**src/rtl/sram_la_checker_cmp.sv**
```systemverilog
// Masked byte comparator: passes when every byte selected by the mask matches.
// An all-zero mask selects nothing and therefore always passes.
module sram_la_cmp #(
  parameter int DATA_W = 32
) (
  input  logic [DATA_W-1:0]   i_expected,
  input  logic [DATA_W-1:0]   i_actual,
  input  logic [DATA_W/8-1:0] i_mask,
  output logic                o_pass
);

  // Walk the bytes and drop the pass flag on any selected byte that differs.
  always_comb begin
    o_pass = 1'b1;
    for (int b = 0; b < DATA_W / 8; b++) begin
      if (i_mask[b] && (i_expected[8*b +: 8] != i_actual[8*b +: 8])) begin
        o_pass = 1'b0;
      end
    end
  end

endmodule

```
**config.mk**
```make
export PLATFORM = sky130hd
export DESIGN_NAME = sram_la_cmp
export DESIGN_NICKNAME = d
export VERILOG_FILES = /design/src/rtl/sram_la_checker_cmp.sv
export SDC_FILE = /design/constraint.sdc
export NUM_CORES = 1
export LEC_CHECK = 0
export CELL_PAD_IN_SITES_DETAIL_PLACEMENT = 2
export CELL_PAD_IN_SITES_GLOBAL_PLACEMENT = 2
export CORE_MARGIN = 2
export CORE_UTILIZATION = 24
export DETAILED_ROUTE_END_ITERATION = 16
export DONT_BUFFER_PORTS = 1
export GPL_TIMING_DRIVEN = 0
export PLACE_DENSITY_LB_ADDON = 0.1
export SLEW_MARGIN = 10
export SYNTH_ARGS = -nofsm -noshare
export SYNTH_HDL_FRONTEND = slang
export SYNTH_SLANG_ARGS = --single-unit
```
**constraint.sdc**
```tcl
create_clock -name vclk -period 0.8
set_input_delay 0.12 -clock vclk [all_inputs]
set_output_delay 0.12 -clock vclk [all_outputs]
set_load 0.02 [all_outputs]
```
# == Word level (Yosys, flattened, before mapping) ==
# Index checks and enable logic that the tools add are counted.
# word_totals
register_bits,0
out_inout_bits,1
# op_classes
n_eq_ne,4
mux,4
reduce_logical,4
# op_table
op,n
8-bit inequality test,4
1-bit logical AND,4
1-bit 2-to-1 mux,4

# == Longest topological paths before layout ==
# Gate-level depths: netlist of run 1.
# depth
word_depth,6
depth_mapped,4
depth_no_buf,4

# == Worst setup path before layout of run 1 ==
# No wires, ideal clock.
# synth_path
path_kind,input port to output port
from,input i_actual[26]
to,output o_pass
arrival_time_ns,0.768
required_ns,0.680
setup_slack_ns,-0.088
cell_stages,4
path_cell_list,xnor2_1 > nand4_1 > o21ai_1 > and4_1
# synth_between
elab_chain_cells,3
# synth_rtl
element,line_no,rtl
start: declaration,7,"input logic [DATA_W-1:0] i_actual,"
8-bit inequality test,16,if (i_mask[b] && (i_expected[8*b +: 8] != i_actual[8*b +: 8])) begin
1-bit logical AND,16,
1-bit 2-to-1 mux,16,
end: declaration,9,output logic o_pass
# No other way between the ends.

# == Worst setup path after layout of run 1 ==
# layout_path
from,input i_actual[7]
to,output o_pass
# layout_between
elab_chain_cells,6
# layout_rtl
element,line_no
8-bit inequality test,16
1-bit logical AND,16
1-bit 2-to-1 mux (4 in series),16
# No other way between the ends.

==> metrics.txt, run 1 <==
result of the run finished, violations left; failing checks negative setup slack; number of nets in the final layout between 100 and 150; area grow syn2layout 58.2%; post-layout min period about 0.93 ns; leading cell type in the layout, fill and taps excluded sky130_fd_sc_hd__xnor2_2; Placement Cell Area about 430 sq um; Data arrival, critical path slightly above 0.8 ns; max_cap viols 0; Tightest Pin Transition around 0.15 ns; max-slew violation count 0; DPL Wire Length around 1100 microns; kind of critical path primary input to primary output; Setup Fix Bufs, Post-CTS 0; Final ANT Viol Nets 0; class of the tightest hold or removal check primary input to primary output; summed instance area of the synthesized netlist 359 sq um; detailed-routing iteration count for the pre-antenna-repair pass 1; Hold Path Stages 2; Rel. slew slack 90.1%; cell count after placement 60; row cnt 13; Tcrit/Tclk final 116%; initial standard-cell utilization of the core 26.6%; Via density around 5.8; aggregate global routing overflow 0; Worst setup SP type primary input; synthesized instance count 45; Post-Syn Nets 113; core area about 1400 sq um; final-report hold violation count 0; Crit Path Max Fanout 1; first-pass GRT wire length 1720 microns; number of flip-flops and latches 0; final weighted congestion in routability-driven placement between 0.6 and 0.7; number of top-level pins 69; largest net degree at the start of global routing 2; number of diodes added for antenna fixing 0; combined global-route utilization of all metal layers between 10% and 20%; DIE HEIGHT 42.7 microns; register area 0 sq um; most frequent cells in the layout 15 x sky130_fd_sc_hd__xnor2_2, 13 x sky130_fd_sc_hd__xnor2_1, 8 x sky130_fd_sc_hd__nand4_1, 4 x sky130_fd_sc_hd__xnor2_4, 4 x sky130_fd_sc_hd__o21ai_1; count of final setup violators 1; maximum vdd drop 183 uV; post-route worst hold slack 0.451 ns; fraction of layout cells with a size suffix above 1 44.4%; CP endpoint kind primary output; Post-Route Utilization around 42%; distinct cell type count of the synthesized netlist 4; Post-Synthesis Mean Instance Area 7.98 sq um; post-route setup TNS -0.128 ns; highest clock frequency the design can meet 1080 MHz; area of the die 1820 sq um; PnR worst setup slack -0.128 ns; portion of the post-synthesis area used by sequential elements 0%; required time at the worst-slack endpoint 0.68 ns; total wire length after detailed routing 1160 microns; vias 350; Post-Layout Inst Area roughly 570 sq um; Iter 0 DRT Violations 0; average detailed-routed wire length per instance 19.3 microns; number of global-route vias before repair 382; Clock buffer cells 0; horizontal extent of the die approximately 43 microns; ratio of total power to cell area 472 nW/um^2; warnings from Yosys 0; number of cells in the finished layout apart from fillers 60; RSZ-0062 raised after global routing true; initial antenna violation count 0; leakage power of the design roughly 0.19 nW; number of remaining DRC errors 0; IO buf count 0
-- power breakdown --
part / switching (W) / total [W] / internal, W
Sequential: 0 / 0 / 0
Combinational: 0.0000600 / 0.000268 / 0.000208
Clock: 0 / 0 / 0
Total: 0.0000600 / 0.000268 / 0.000208
-- synthesized netlist by cell type, drive strengths merged --
library cell | count | share of area (%)
xnor2 | 32 | 78
nand4 | 8 | 14
o21ai | 4 | 5.6
and4 | 1 | 2.4
-- per-stage QoR --
step / setup slack [ns] / power, W
floorplan: -0.0469 / 0.000181
global placement: -0.145 / 0.000191
detailed placement: -0.172 / 0.000204
CTS: -0.126 / 0.000248
global route: -0.221 / 0.000291
finish: -0.128 / 0.000268
-- cell type report --
class              count  area [sq um]
fillers              144           782
well taps             15          18.8
multi-input cells     45           549
-- worst max-delay path, cell delays in order --
cell and delay [ns]:
sky130_fd_sc_hd__xnor2_1 0.15, sky130_fd_sc_hd__nand4_1 0.12, sky130_fd_sc_hd__o21ai_1 0.14, sky130_fd_sc_hd__and4_4 0.28
-- final timing paths --
kind,from,endpoint
max,i_actual[7],o_pass
min,i_mask[1],o_pass
-- cells by family after synthesis --
group,count (synthesis),share of synthesized area (%)
and+or+nand+nor,9,16.4
AOI/OAI and AO/OA,4,5.58
xor gates and xnor gates,32,78.0
-- layer usage --
| layer | GRT usage (%) | share of wire (%) | up-vias |
|---|---|---|---|
| li1 | - | - | 157 |
| met1 | 9.77 | 27 | 149 |
| met2 | 26.1 | 53 | 42 |
| met3 | 5.11 | 18 | 2 |
| met4 | 0 | 1.6 | 0 |
| met5 | 0 | 0 | - |
-- what timing repair did --
action	CTS	global route
pin swaps	8	5
endpoints found under the setup margin	1	1
hold buffers	0	0
gates resized for setup	12	5
No activity file was read; power rests on OpenSTA's default activity.
==> inputs of run 2 (changes only) <==
--- a/config.mk
+++ b/config.mk
@@ -5,11 +5,11 @@
 export SDC_FILE = /design/constraint.sdc
 export NUM_CORES = 1
 export LEC_CHECK = 0
-export CELL_PAD_IN_SITES_DETAIL_PLACEMENT = 2
-export CELL_PAD_IN_SITES_GLOBAL_PLACEMENT = 2
-export CORE_MARGIN = 2
-export CORE_UTILIZATION = 24
+export CELL_PAD_IN_SITES_DETAIL_PLACEMENT = 0
+export CELL_PAD_IN_SITES_GLOBAL_PLACEMENT = 1
+export CORE_AREA = 2 2 39 41
 export DETAILED_ROUTE_END_ITERATION = 16
+export DIE_AREA = 0 0 41 43
 export DONT_BUFFER_PORTS = 1
 export GPL_TIMING_DRIVEN = 0
 export PLACE_DENSITY_LB_ADDON = 0.1
==> run 2 against run 1 <==
Compared with the run above:
- the run still ends with negative setup slack left
- count of clock-buffer cells in the layout did not move
- first-iteration DRC count is the same
- flip-flop and latch count unchanged
- largest cell class unchanged
- highest routed layer is now met3
==> metrics.txt, run 2 (same netlist as run 1, synthesis figures left out) <==
result of the run finished, violations left; failing checks negative setup slack; Tightest Pin Transition roughly 0.16 ns; maximum vdd drop 146 uV; Data arrival, critical path about 0.8 ns; area grow syn2layout 54.4%; IO buf count 0; horizontal extent of the die 41 microns; max-slew violation count 0; Post-Route Utilization 40.1%; number of remaining DRC errors 0; Via density 5.46; leakage power of the design 0.190 nW; start point of the critical path i_actual[7]; number of global-route vias before repair ~300; post-layout min period 0.924 ns; portion of total power attributed to sequential cells 0%; hold buffers post-CTS 0; kind of critical path primary input to primary output; aggregate global routing overflow 0; number of nets in the final layout 115; highest clock frequency the design can meet 1080 MHz; required time at the worst-slack endpoint 0.68 ns; number of diodes added for antenna fixing 0; initial antenna violation count 0; number of flip-flops and latches 0; leading cell type in the layout, fill and taps excluded sky130_fd_sc_hd__xnor2_2; number of cells in the finished layout apart from fillers 61; initial standard-cell utilization of the core about a quarter; Setup Fix Bufs, Post-CTS 0; first-pass GRT wire length 1200 microns; detailed-routing iteration count for the pre-antenna-repair pass 1; part of the total power dissipated in the clock network 0%; worst hold path endpoint o_pass; post-route worst hold slack between 0.4 and 0.5 ns; dpl ws -0.181 ns; Crit Path Max Fanout 1; fraction of layout cells with a size suffix above 1 48.9%; Clock buffer cells 0; source of the worst hold timing path i_mask[3]; combined global-route utilization of all metal layers under 10%; PnR worst setup slack -0.124 ns; total wire length after detailed routing between 900 and 1000 microns; core area 1380 sq um; class of the tightest hold or removal check primary input to primary output; max_cap viols 0; largest net degree at the start of global routing 2; Rel. slew slack 89.6%; ratio of total power to cell area 457 nW/um^2; register area 0 sq um; CP endpoint kind primary output; final-report hold violation count 0; Hold Path Stages 2; count of final setup violators 1; Worst setup SP type primary input; RSZ-0062 raised after global routing true; switching share of power 22.2%; DIE HEIGHT 43 microns; average detailed-routed wire length per instance approximately 15 microns; cell count after placement between 60 and 70; Internal Pwr Total 0.000197 W; most frequent cells in the layout 17 x sky130_fd_sc_hd__xnor2_2, 13 x sky130_fd_sc_hd__xnor2_1, 8 x sky130_fd_sc_hd__nand4_1; vias 333; Iter 0 DRT Violations 0; Switch Pwr 0.0000562 W; row cnt 14; Final ANT Viol Nets 0; number of top-level pins 69; Logic pwr share between 90% and 100%; Tot Pwr approximately 0.00025 W; final weighted congestion in routability-driven placement 0.587; Tcrit/Tclk final 116%; area of the die 1760 sq um
run 2: power groups by stage:
| stage | sequential [W] | combinational [W] | clock (W) |
|---|---|---|---|
| 3_5_place_dp | 0 | 0.000200 | 0 |
| 5_1_grt | 0 | 0.000272 | 0 |
| 3_3_place_gp | 0 | 0.000191 | 0 |
| 6_report | 0 | 0.000253 | 0 |
| 4_1_cts | 0 | 0.000233 | 0 |
| 2_1_floorplan | 0 | 0.000181 | 0 |
run 2: layer usage:
metal / vias to the layer above / part of all wire, % / global-route usage, %
met4: 0 / 0 / 0
met1: 135 / 23 / 8.36
met3: 0 / 18 / 1.57
li1: 157 / - / -
met5: - / 0 / 0
met2: 41 / 59 / 20.3
run 2: how the worst max path moves through the flow:
stage / endpoint / depth (start not counted)
floorplan: o_pass / 4
global placement: o_pass / 4
detailed placement: o_pass / 4
CTS: o_pass / 4
global route: o_pass / 4
finish: o_pass / 4
run 2: worst max-delay path, cell delays in order:
cell                      delay (ns)
sky130_fd_sc_hd__xnor2_4        0.13
sky130_fd_sc_hd__nand4_1        0.12
sky130_fd_sc_hd__o21ai_2        0.17
sky130_fd_sc_hd__and4_4         0.27
run 2: what timing repair did:
| action | 4_1_cts | 5_1_grt |
|---|---|---|
| resized for setup | 10 | 7 |
| hold endpoints to repair | 0 | 0 |
| setup endpoints to repair | 1 | 1 |
| pin swaps | 6 | 6 |
run 2: cell type report:
| class | instances | area (sq um) |
|---|---|---|
| fill | 131 | 830 |
| multi-input combinational | 45 | 534 |
| tap | 16 | 20.0 |
run 2: through the flow:
stage          setup TNS (ns)  area (sq um)
5_1_grt                -0.171           554
4_1_cts                -0.145           498
3_3_place_gp           -0.136           427
2_1_floorplan         -0.0469           407
6_report               -0.124           554
3_5_place_dp           -0.181           427
